`config.mk`:
```
export PLATFORM = sky130hd
export DESIGN_NAME = valu_sequencer_flat
export DESIGN_NICKNAME = d
export VERILOG_FILES = /design/src/rtl/valu_pkg.sv /design/src/rtl/valu_sequencer_if.sv /design/src/rtl/valu_lane_mask.sv /design/src/rtl/valu_sequencer.sv /design/src/flat_wrapper.sv
export SDC_FILE = /design/constraint.sdc
export NUM_CORES = 1
export LEC_CHECK = 0
export ABC_AREA = 1
export CAP_MARGIN = 20
export CORE_AREA = 2 2 147 149
export CTS_BUF_LIST = sky130_fd_sc_hd__clkbuf_8
export DETAILED_ROUTE_END_ITERATION = 16
export DIE_AREA = 0 0 149 151
export PLACE_DENSITY = 0.76
export SETUP_SLACK_MARGIN = 0.3
export SLEW_MARGIN = 20
export SYNTH_ARGS = -nofsm -noshare
export SYNTH_HDL_FRONTEND = slang
export SYNTH_SLANG_ARGS = --single-unit
```
`constraint.sdc`:
```
create_clock -name clk -period 4.2 [get_ports clk]
set_input_delay 0.42 -clock clk [delete_from_list [all_inputs] [get_ports clk]]
set_output_delay 0.42 -clock clk [all_outputs]
set_load 0.005 [all_outputs]
```
`src/rtl/valu_pkg.sv`:
```
// rtl/valu_pkg.sv - shared types and constants for the vector ALU sequencer
package valu_pkg;

   localparam int unsigned MAX_VL = 48;

   typedef enum logic [1:0] {
      S_IDLE  = 2'd0,
      S_ISSUE = 2'd1,
      S_DRAIN = 2'd2
   } state_t;

   localparam logic [2:0] OP_ADD   = 3'b000;
   localparam logic [2:0] OP_SUB   = 3'b001;
   localparam logic [2:0] OP_FPMUL = 3'b010;
   localparam logic [2:0] OP_LT    = 3'b011;
   localparam logic [2:0] OP_MOV1  = 3'b110;
   localparam logic [2:0] OP_MOV2  = 3'b111;

endpackage

```
`src/rtl/valu_sequencer_if.sv`:
```
// rtl/valu_sequencer_if.sv - command, register-file, ALU and writeback bundle
interface valu_sequencer_if #(
   parameter int DATA_WIDTH    = 8,
   parameter int LANES         = 6,
   parameter int SELECTOR_SIZE = 3,
   parameter int MAX_GROUPS    = 8
);
   logic                             cmd_valid;
   logic                             cmd_ready;
   logic [SELECTOR_SIZE-1:0]         cmd_sel;
   logic [5:0]                       cmd_vl;

   logic                             rf_rd_en;
   logic [2:0]                       rf_rd_group;
   logic [LANES*DATA_WIDTH-1:0]      rf_rd_data1;
   logic [LANES*DATA_WIDTH-1:0]      rf_rd_data2;

   logic [SELECTOR_SIZE-1:0]         alu_selector;
   logic [LANES*DATA_WIDTH-1:0]      alu_op1;
   logic [LANES*DATA_WIDTH-1:0]      alu_op2;
   logic [LANES*DATA_WIDTH-1:0]      alu_out;
   logic [LANES-1:0]                 alu_cmp;

   logic                             wb_valid;
   logic [2:0]                       wb_group;
   logic [LANES*DATA_WIDTH-1:0]      wb_data;
   logic [LANES-1:0]                 wb_lane_mask;
   logic [MAX_GROUPS*LANES-1:0]      cmp_mask;
   logic                             busy;
   logic                             done;

   // master is the sequencer; slave is the surrounding datapath
   modport master (
      input  cmd_valid, cmd_sel, cmd_vl, rf_rd_data1, rf_rd_data2, alu_out, alu_cmp,
      output cmd_ready, rf_rd_en, rf_rd_group, alu_selector, alu_op1, alu_op2,
             wb_valid, wb_group, wb_data, wb_lane_mask, cmp_mask, busy, done
   );

   modport slave (
      output cmd_valid, cmd_sel, cmd_vl, rf_rd_data1, rf_rd_data2, alu_out, alu_cmp,
      input  cmd_ready, rf_rd_en, rf_rd_group, alu_selector, alu_op1, alu_op2,
             wb_valid, wb_group, wb_data, wb_lane_mask, cmp_mask, busy, done
   );
endinterface

```
`src/rtl/valu_lane_mask.sv`:
```
// rtl/valu_lane_mask.sv - per-lane enable for one group given the vector length
module valu_lane_mask #(
   parameter int LANES = 6
) (
   input  logic [5:0]       vl,
   input  logic [2:0]       group_idx,
   output logic [LANES-1:0] mask
);
   logic [9:0] base;

   // Full groups fall out of the same compare, so no special last-group case
   always_comb begin
      mask = '0;
      base = 10'(group_idx) * 10'(LANES);
      for (int i = 0; i < LANES; i++) begin
         mask[i] = (base + 10'(i)) < 10'(vl);
      end
   end
endmodule

```
`src/rtl/valu_sequencer.sv`:
```
// rtl/valu_sequencer.sv - walks a vector command through register-file reads, ALU and writeback
module valu_sequencer
   import valu_pkg::*;
#(
   parameter int DATA_WIDTH    = 8,
   parameter int LANES         = 6,
   parameter int SELECTOR_SIZE = 3,
   parameter int MAX_GROUPS    = 8
) (
   input  logic              clk,
   input  logic              rst,
   valu_sequencer_if.master  bus
);
   localparam int unsigned VL_LIMIT = MAX_GROUPS * LANES;

   state_t                   state;
   state_t                   state_next;
   logic [SELECTOR_SIZE-1:0] sel_q;
   logic [5:0]               vl_q;
   logic [3:0]               groups_q;
   logic [2:0]               issue_cnt;
   logic                     rd_pending;
   logic                     rd_last;
   logic [2:0]               rd_group_q;
   logic [LANES-1:0]         lane_mask;
   logic                     accept;
   logic                     issue_last;
   logic [5:0]               vl_eff;
   logic [3:0]               groups_eff;

   assign accept     = bus.cmd_valid && (state == S_IDLE);
   assign vl_eff     = (bus.cmd_vl > 6'(VL_LIMIT)) ? 6'(VL_LIMIT) : bus.cmd_vl;
   assign groups_eff = 4'((7'(vl_eff) + 7'(LANES - 1)) / 7'(LANES));
   assign issue_last = ({1'b0, issue_cnt} == (groups_q - 4'd1));

   valu_lane_mask #(.LANES(LANES)) u_lane_mask (
      .vl        (vl_q),
      .group_idx (rd_group_q),
      .mask      (lane_mask)
   );

   // Operands only pass through in the cycle read data is valid
   assign bus.alu_selector = sel_q;
   assign bus.alu_op1      = rd_pending ? bus.rf_rd_data1 : {LANES*DATA_WIDTH{1'b0}};
   assign bus.alu_op2      = rd_pending ? bus.rf_rd_data2 : {LANES*DATA_WIDTH{1'b0}};

   always_ff @(posedge clk) begin
      if (rst) begin
         state <= S_IDLE;
      end else begin
         state <= state_next;
      end
   end

   always_comb begin
      state_next      = state;
      bus.cmd_ready   = 1'b0;
      bus.busy        = 1'b0;
      bus.rf_rd_en    = 1'b0;
      bus.rf_rd_group = '0;
      case (state)
         S_IDLE: begin
            bus.cmd_ready = 1'b1;
            if (accept) begin
               state_next = (groups_eff == 4'd0) ? S_DRAIN : S_ISSUE;
            end
         end
         S_ISSUE: begin
            bus.busy        = 1'b1;
            bus.rf_rd_en    = 1'b1;
            bus.rf_rd_group = issue_cnt;
            if (issue_last) begin
               state_next = S_DRAIN;
            end
         end
         S_DRAIN: begin
            bus.busy = 1'b1;
            if (bus.done) begin
               state_next = S_IDLE;
            end
         end
         default: state_next = S_IDLE;
      endcase
   end

   always_ff @(posedge clk) begin
      if (rst) begin
         sel_q            <= '0;
         vl_q             <= '0;
         groups_q         <= '0;
         issue_cnt        <= '0;
         rd_pending       <= 1'b0;
         rd_last          <= 1'b0;
         rd_group_q       <= '0;
         bus.wb_valid     <= 1'b0;
         bus.wb_group     <= '0;
         bus.wb_data      <= '0;
         bus.wb_lane_mask <= '0;
         bus.cmp_mask     <= '0;
         bus.done         <= 1'b0;
      end else begin
         rd_pending   <= (state == S_ISSUE);
         rd_last      <= (state == S_ISSUE) && issue_last;
         rd_group_q   <= issue_cnt;
         bus.wb_valid <= 1'b0;
         bus.done     <= 1'b0;

         if (accept) begin
            sel_q        <= bus.cmd_sel;
            vl_q         <= vl_eff;
            groups_q     <= groups_eff;
            issue_cnt    <= '0;
            bus.cmp_mask <= '0;
            bus.done     <= (groups_eff == 4'd0);
         end

         if (state == S_ISSUE) begin
            issue_cnt <= issue_cnt + 3'd1;
         end

         // Compare results land in the mask instead of producing a writeback
         if (rd_pending) begin
            bus.wb_data      <= bus.alu_out;
            bus.wb_group     <= rd_group_q;
            bus.wb_lane_mask <= lane_mask;
            if (sel_q == OP_LT) begin
               bus.cmp_mask[int'(rd_group_q) * LANES +: LANES] <= bus.alu_cmp & lane_mask;
            end else begin
               bus.wb_valid <= 1'b1;
            end
            bus.done <= rd_last;
         end
      end
   end
endmodule

```
`src/flat_wrapper.sv`:
```
// flat-port wrapper written by rule: the top's interface ports become plain ports
module valu_sequencer_flat import valu_pkg::*;
#(
   parameter int DATA_WIDTH    = 8,
   parameter int LANES         = 6,
   parameter int SELECTOR_SIZE = 3,
   parameter int MAX_GROUPS    = 8
)
  (clk, rst, bus_cmd_valid, bus_cmd_sel, bus_cmd_vl, bus_rf_rd_data1, bus_rf_rd_data2, bus_alu_out, bus_alu_cmp, bus_cmd_ready, bus_rf_rd_en, bus_rf_rd_group, bus_alu_selector, bus_alu_op1, bus_alu_op2, bus_wb_valid, bus_wb_group, bus_wb_data, bus_wb_lane_mask, bus_cmp_mask, bus_busy, bus_done);
  valu_sequencer_if #(.DATA_WIDTH(DATA_WIDTH), .LANES(LANES), .SELECTOR_SIZE(SELECTOR_SIZE), .MAX_GROUPS(MAX_GROUPS)) bus_i ();
  input  logic clk;
  input  logic rst;
  input wire logic [$bits(bus_i.cmd_valid)-1:0] bus_cmd_valid;
  input wire logic [$bits(bus_i.cmd_sel)-1:0] bus_cmd_sel;
  input wire logic [$bits(bus_i.cmd_vl)-1:0] bus_cmd_vl;
  input wire logic [$bits(bus_i.rf_rd_data1)-1:0] bus_rf_rd_data1;
  input wire logic [$bits(bus_i.rf_rd_data2)-1:0] bus_rf_rd_data2;
  input wire logic [$bits(bus_i.alu_out)-1:0] bus_alu_out;
  input wire logic [$bits(bus_i.alu_cmp)-1:0] bus_alu_cmp;
  output wire logic [$bits(bus_i.cmd_ready)-1:0] bus_cmd_ready;
  output wire logic [$bits(bus_i.rf_rd_en)-1:0] bus_rf_rd_en;
  output wire logic [$bits(bus_i.rf_rd_group)-1:0] bus_rf_rd_group;
  output wire logic [$bits(bus_i.alu_selector)-1:0] bus_alu_selector;
  output wire logic [$bits(bus_i.alu_op1)-1:0] bus_alu_op1;
  output wire logic [$bits(bus_i.alu_op2)-1:0] bus_alu_op2;
  output wire logic [$bits(bus_i.wb_valid)-1:0] bus_wb_valid;
  output wire logic [$bits(bus_i.wb_group)-1:0] bus_wb_group;
  output wire logic [$bits(bus_i.wb_data)-1:0] bus_wb_data;
  output wire logic [$bits(bus_i.wb_lane_mask)-1:0] bus_wb_lane_mask;
  output wire logic [$bits(bus_i.cmp_mask)-1:0] bus_cmp_mask;
  output wire logic [$bits(bus_i.busy)-1:0] bus_busy;
  output wire logic [$bits(bus_i.done)-1:0] bus_done;
  assign bus_i.cmd_valid = bus_cmd_valid;
  assign bus_i.cmd_sel = bus_cmd_sel;
  assign bus_i.cmd_vl = bus_cmd_vl;
  assign bus_i.rf_rd_data1 = bus_rf_rd_data1;
  assign bus_i.rf_rd_data2 = bus_rf_rd_data2;
  assign bus_i.alu_out = bus_alu_out;
  assign bus_i.alu_cmp = bus_alu_cmp;
  assign bus_cmd_ready = bus_i.cmd_ready;
  assign bus_rf_rd_en = bus_i.rf_rd_en;
  assign bus_rf_rd_group = bus_i.rf_rd_group;
  assign bus_alu_selector = bus_i.alu_selector;
  assign bus_alu_op1 = bus_i.alu_op1;
  assign bus_alu_op2 = bus_i.alu_op2;
  assign bus_wb_valid = bus_i.wb_valid;
  assign bus_wb_group = bus_i.wb_group;
  assign bus_wb_data = bus_i.wb_data;
  assign bus_wb_lane_mask = bus_i.wb_lane_mask;
  assign bus_cmp_mask = bus_i.cmp_mask;
  assign bus_busy = bus_i.busy;
  assign bus_done = bus_i.done;
  valu_sequencer #(.DATA_WIDTH(DATA_WIDTH), .LANES(LANES), .SELECTOR_SIZE(SELECTOR_SIZE), .MAX_GROUPS(MAX_GROUPS)) u_core (.clk(clk), .rst(rst), .bus(bus_i));
endmodule
```
==> results.md, run 1 <==
* Pwr Density at 380 nW/um^2
* Outcome: finished, final reports clean
* Fillers at 2004
* Worst Clk Skew at 0.0137 ns
* Critical Path RT at 4.58 ns
* Max VDD drop at 0.244 mV
* Internal power at 0.00281 W
* Die footprint at 22500 um^2
* CP bufs+invs at 1
* Clock root buffer: clkbuf_8
* Crit Path Max Fanout at 7
* Worst setup EP type: flop
* Core area at 20800 um^2
* Maxcap violations at 0
* Drt first-iter violations at 762
* Total CTS buffers at 17
* Commonest non-fill, non-tap cells in the layout: 376 x nand2_1, 373 x clkdlybuf4s50_1, 198 x inv_1
* Final Routed Wirelength at 31.0 mm
* Mapped Nets at 1441
* Post-Synth Simple-Gate Area at 36.7%
* CTS Buffer Depth at 2
* Main synth FF type: dfxtp_1
* TNS Setup at 0 ns
* WL per Instance at 16.5 um
* Reg power frac at 30.6%
* CP delay by family, top: adder cells
* GP Congestion at 0.936
* Post-CTS Setup Inserts at 0
* CTS Sinks at 130
* Worst path arrival time at 3.93 ns
* Final ANT Viol Nets at 0
* Post-synthesis xor/xnor area fraction at 1.33%
* Post-synthesis mux area share at 0%
* Setup CP Type: flop to flop
* Post-DR vias/cell at 4.88
* Most common cell after layout, fill and taps aside: nand2_1
* Share of layout cells above drive strength 1 at 6.05%
* Port-buffer cells at 373
* Cell area after layout at 12200 um^2
* Leak pwr at 5.93 nW
* Worst skew pair latency at 0.45 ns
* Worst Hold Class: flop to flop
* Placed Cells at 1847
* Switching share of power at 39.4%
* Fin cells at 1881
* Fraction of registers with async set/reset at 0%
* Mean Syn Cell Area at 6.35 um^2
* Synth Instances at 1244
* Grt total ovfl at 0
* CP startpoint kind: flop
* Worst-margin pin slew at 0.945 ns
* Crit path cell chain: ha_1 -> fa_1 -> ha_1 -> nand2_1 -> xor2_1 -> inv_1 -> ha_1 -> a21o_1 -> a21oi_1 -> nand2_1 -> nor2_1 -> nand4_1 -> nand2_1 -> nand2_1 -> nand2_1 -> nand3_1 -> a21oi_1
* # hold bufs at CTS at 0
* # setup viols final at 0
* Die height at 151 um
* DRC viols at 0
* Yosys cell types at 50
* RSZ-0062 raised after global routing: no
* Number of synthesized flops with an enable pin at 0
* Final hold vios at 0
* Largest net degree at the start of global routing at 100
* Final slew viol count at 0
* Dpl cell area at 11800 um^2
* Tcrit/Tclk final at 84.7%
* Clock H-tree levels at 4
* Die X at 149 um
* Adder-cell share of the synthesized area at 5.64%
* First-pass GRT wire length at 47.4 mm
* Antenna violations before repair at 5
* Post-route minimum period at 3.56 ns
* Combinational Power Share at 45.6%
* Main combinational cell family by area after synthesis: simple AND/OR/NAND/NOR gates
* Slew HR at 36.9%
* FMAX at 281 MHz
* Starting density of the core at 38.0%
* Clock-pin slew on the worst setup and hold paths at 0.08 ns
* Critical-path top delay cell: fa_1
* DP HPWL at 24.0 mm
* Drt first pass iters at 5
* Clock Power Share at 23.9%
* Layout area overhead at 54.8%
* Gr usage total at 27.2%
* Vias in the first global route at 8583
* Via count at 9170
* Synth Area in Compound Gates at 10.0%
* Sequential area share after synthesis at 32.9%
* Worst path max stage delay at 0.66 ns
* Most frequent CP cell: nand2_1
* Syn Std Cell Area at 7900 um^2
* Total power of the final layout at 0.00465 W
* FF+latch count, synth at 130
* Ys Warns at 0
* Boundary Pins at 374
* Post-CTS sizing at 0
* Net Sw Power at 0.00183 W
* CTS tree: done
* Num rows at 53
* Nets at 1788
final cells by class:
cell class | count | area [um^2] | share of cell area [%]
Tap cell | 275 | 344 | 2.81
Clock inverter | 14 | 166 | 1.36
Timing Repair Buffer | 383 | 3820 | 31.2
Multi-Input combinational cell | 846 | 4250 | 34.8
Inverter | 213 | 801 | 6.55
Clock buffer | 17 | 234 | 1.91
Sequential cell | 130 | 2610 | 21.3
Antenna cell | 3 | 7.51 | 0.0614
synth_stat cells, types with 4 or more instances:
master | number | share of area (%)
nand2_1 | 376 | 18
inv_1 | 199 | 9.5
nand3_1 | 134 | 8.5
dfxtp_1 | 130 | 33
nor2_1 | 90 | 4.3
a21oi_1 | 56 | 3.5
o21ai_0 | 44 | 2.8
ha_1 | 34 | 5.4
clkbuf_1 | 31 | 1.5
nand4_1 | 17 | 1.3
inv_2 | 14 | 0.66
buf_2 | 13 | 0.82
xor2_1 | 10 | 1.1
nand2_2 | 7 | 0.55
nor3_1 | 7 | 0.44
o21ai_1 | 7 | 0.44
buf_1 | 6 | 0.28
o22ai_1 | 6 | 0.47
nor2_2 | 5 | 0.40
o21ai_2 | 5 | 0.55
a21o_1 | 4 | 0.38
nand3_2 | 4 | 0.51
nor2_4 | 4 | 0.57
stage by stage:
| step | utilization [%] | hold slack, ns | setup WS, ns |
|---|---|---|---|
| final | 58.8 | 0.431 | 0.642 |
| after global routing | 58.7 | 0.460 | 0.339 |
| after CTS | 58.7 | 0.439 | 0.671 |
| after detailed placement | 56.8 | 0.420 | 0.710 |
| after global placement | 56.8 | 0.406 | 0.797 |
| after floorplan | - | 0.400 | 1.12 |
state kept, by name (all words and copies together) (netlist names), 2 cells and up:
name                     flops
u_core.bus.wb_lane_mask      6
u_core.bus.cmp_mask         48
u_core.bus.alu_selector      3
u_core.bus.wb_data          48
u_core.groups_q              4
u_core.rd_group_q            3
u_core.vl_q                  6
u_core.issue_cnt             3
u_core.state                 2
u_core.bus.wb_group          3
final timing paths:
kind | startpoint | end | slack, ns | cells after the start
worst min register to register | u_core.rd_last$_SDFF_PP0_ | u_core.bus.done$_SDFF_PP0_ | 0.43 | 2
worst max-delay path | u_core.rd_group_q[1]$_SDFF_PP0_ | u_core.bus.cmp_mask[8]$_SDFF_PP0_ | 0.64 | 17
worst min-delay path | u_core.rd_last$_SDFF_PP0_ | u_core.bus.done$_SDFF_PP0_ | 0.43 | 2
worst max register to register | u_core.rd_group_q[1]$_SDFF_PP0_ | u_core.bus.cmp_mask[8]$_SDFF_PP0_ | 0.64 | 17
cells by family after synthesis:
family                   Yosys count
AO/OA/AOI/OAI                    140
XOR/XNOR                          12
adder cells (fa/ha/maj)           35
buffers and inverters            268
AND/OR/NAND/NOR                  659
flip-flops                       130
power groups by stage:
stage	clock network (W)	registers, W	logic (W)
6_report	0.00111	0.00142	0.00212
5_1_grt	0.00118	0.00143	0.00231
4_1_cts	0.00112	0.00142	0.00211
3_5_place_dp	0	0.00144	0.00209
3_3_place_gp	0	0.00144	0.00208
2_1_floorplan	0	0.00144	0.00115
metal layers:
| layer | track usage, % | vias up | routed length [um] |
|---|---|---|---|
| met4 | 8.38 | 2 | 793 |
| met3 | 9.43 | 62 | 3270 |
| li1 | - | 4575 | - |
| met1 | 38.1 | 4111 | 14200 |
| met2 | 39.3 | 420 | 12700 |
| met5 | 0 | - | 12 |
worst reg2reg max path: cells and delay by family, from the launching register on:
kind | cells | cell delay (ns)
fa+ha+maj | 4 | 1.46
simple gates | 8 | 0.99
compound gates | 3 | 0.43
flops | 1 | 0.38
xor+xnor | 1 | 0.17
buf+inv | 1 | 0.06
(Power assumes the default switching activity.)
==> run 2: changes to the inputs <==
==> constraint.sdc (replaced) <==
create_clock -name clk -period 3.7 [get_ports clk]
set_input_delay 0.37 -clock clk [delete_from_list [all_inputs] [get_ports clk]]
set_output_delay 0.37 -clock clk [all_outputs]
set_load 0.005 [all_outputs]
==> results.md, run 2 (same netlist as run 1, synthesis figures left out) <==
* Worst-margin pin slew at 0.808 ns
* Largest net degree at the start of global routing at 93
* Final slew viol count at 0
* Switching share of power at 38.5%
* Fillers at 1945
* Worst setup EP type: flop
* TNS Setup at 0 ns
* Port-buffer cells at 373
* Net Sw Power at 0.00208 W
* Drt first pass iters at 5
* Pwr Density at 436 nW/um^2
* Worst skew pair latency at 0.45 ns
* Die height at 151 um
* Boundary Pins at 374
* Final hold vios at 0
* Commonest non-fill, non-tap cells in the layout: 373 x clkdlybuf4s50_1, 372 x nand2_1, 198 x inv_1
* Share of layout cells above drive strength 1 at 7.67%
* Post-DR vias/cell at 4.87
* Tcrit/Tclk final at 87.8%
* Clock H-tree levels at 4
* Critical Path RT at 4.08 ns
* Antenna Cells at 0
* Clock root buffer: clkbuf_8
* Num rows at 53
* RSZ-0062 raised after global routing: yes
* Drt first-iter violations at 760
* Outcome: finished, final reports clean
* Worst Hold Class: flop to flop
* Clock-pin slew on the worst setup and hold paths at 0.08 ns
* DP HPWL at 24.2 mm
* # setup viols final at 0
* First-pass GRT wire length at 47.4 mm
* CTS tree: done
* Vias in the first global route at 8639
* Maxcap violations at 0
* GP Congestion at 0.961
* Leak pwr at 6.01 nW
* Final Routed Wirelength at 31.2 mm
* Core area at 20800 um^2
* CTS Sinks at 130
* Die footprint at 22500 um^2
* Worst Clk Skew at 0.0107 ns
* Post-route minimum period at 3.25 ns
* CTS Buffer Depth at 2
* Regs by FF count: u_core.bus.cmp_mask: 48 flops, u_core.bus.wb_data: 48 flops
* Final ANT Viol Nets at 0
* FMAX at 308 MHz
* Most common cell after layout, fill and taps aside: clkdlybuf4s50_1
* Setup CP Type: flop to flop
* Reg power frac at 30.5%
* Slew HR at 46.0%
* WL per Instance at 16.5 um
* Max VDD drop at 0.288 mV
* Worst path arrival time at 3.63 ns
* Internal power at 0.00333 W
* Via count at 9210
* Starting density of the core at 38.0%
* Worst hold slack at 0.426 ns
* Total CTS buffers at 17
* DRC viols at 0
* Gr usage total at 27.2%
* Clock Power Share at 24.7%
* Combinational Power Share at 44.8%
* R2r setup slk at 0.45 ns
* Crit Path Max Fanout at 11
* Layout area overhead at 57.1%
* Antenna violations before repair at 1
* Die X at 149 um
* Grt total ovfl at 0
* CP startpoint kind: flop
* Nets at 1801
run 2: cell types whose count changed in the layout (fill, tap and decap cells not counted), moves of 3 or more:
cell	previous run	this run
nand2_2	7	11
clkinv_2	6	3
diode_2	3	0
buf_4	9	22
nor2_1	89	85
nand2_1	376	372
run 2: cell type report:
cell class | instances | area, um^2 | share of cell area [%]
Tap cell | 275 | 344 | 2.77
Multi-Input combinational cell | 846 | 4310 | 34.7
Timing Repair Buffer | 396 | 3920 | 31.6
Sequential cell | 130 | 2610 | 21.0
Clock buffer | 18 | 248 | 2.00
Inverter | 213 | 800 | 6.44
Clock inverter | 13 | 185 | 1.49
run 2: per-layer routing:
layer / part of all wire [%] / global-route usage [%] / vias to the layer above
met5: 0.022 / 0 / -
li1: - / - / 4594
met3: 10 / 9.31 / 48
met1: 46 / 37.7 / 4158
met2: 42 / 40.3 / 408
met4: 1.7 / 6.90 / 2
run 2: worst max-delay path, stage by stage (launching register included):
cell	delay, ns
dfxtp_2	0.35
ha_1	0.23
fa_1	0.52
buf_4	0.16
inv_1	0.07
nand2_1	0.12
nor2_1	0.08
ha_1	0.35
buf_4	0.22
nand2_2	0.12
nor2_4	0.24
nand2_1	0.13
nor2_1	0.28
o21ai_0	0.13
a21oi_1	0.15
run 2: what timing repair did:
item,in CTS,in global routing
setup endpoints to repair,0,47
gates resized for setup,0,20
endpoints found under the hold margin,0,0
buffers inserted,0,4
hold buffers,0,0
run 2: power by group through the flow:
stage / Combinational (W) / Sequential (W) / Clock (W)
final: 0.00242 / 0.00165 / 0.00134
after global routing: 0.00264 / 0.00167 / 0.00142
after CTS: 0.00236 / 0.00165 / 0.00136
after detailed placement: 0.00234 / 0.00168 / 0
after global placement: 0.00232 / 0.00167 / 0
after floorplan: 0.00130 / 0.00164 / 0
run 2: path summary, 6_finish.rpt:
| path | from | endpoint | cells past startpoint |
|---|---|---|---|
| worst min-delay path | u_core.rd_last$_SDFF_PP0_ | u_core.bus.done$_SDFF_PP0_ | 2 |
| worst max-delay path | u_core.rd_group_q[0]$_SDFF_PP0_ | u_core.bus.cmp_mask[31]$_SDFF_PP0_ | 14 |
| worst min register to register | u_core.rd_last$_SDFF_PP0_ | u_core.bus.done$_SDFF_PP0_ | 2 |
| worst max register to register | u_core.rd_group_q[0]$_SDFF_PP0_ | u_core.bus.cmp_mask[31]$_SDFF_PP0_ | 14 |
run 2: per-stage QoR:
step           std cells  setup slack, ns  util, %  total power (W)  area, um^2
6_report            1891            0.450     59.6          0.00541       12400
2_1_floorplan       1244            0.616        -          0.00294        7900
5_1_grt             1891            0.267     59.6          0.00574       12400
4_1_cts             1887            0.367     59.2          0.00537       12300
3_5_place_dp        1856            0.373     57.1          0.00402       11900
3_3_place_gp        1856            0.485     57.1          0.00400       11900
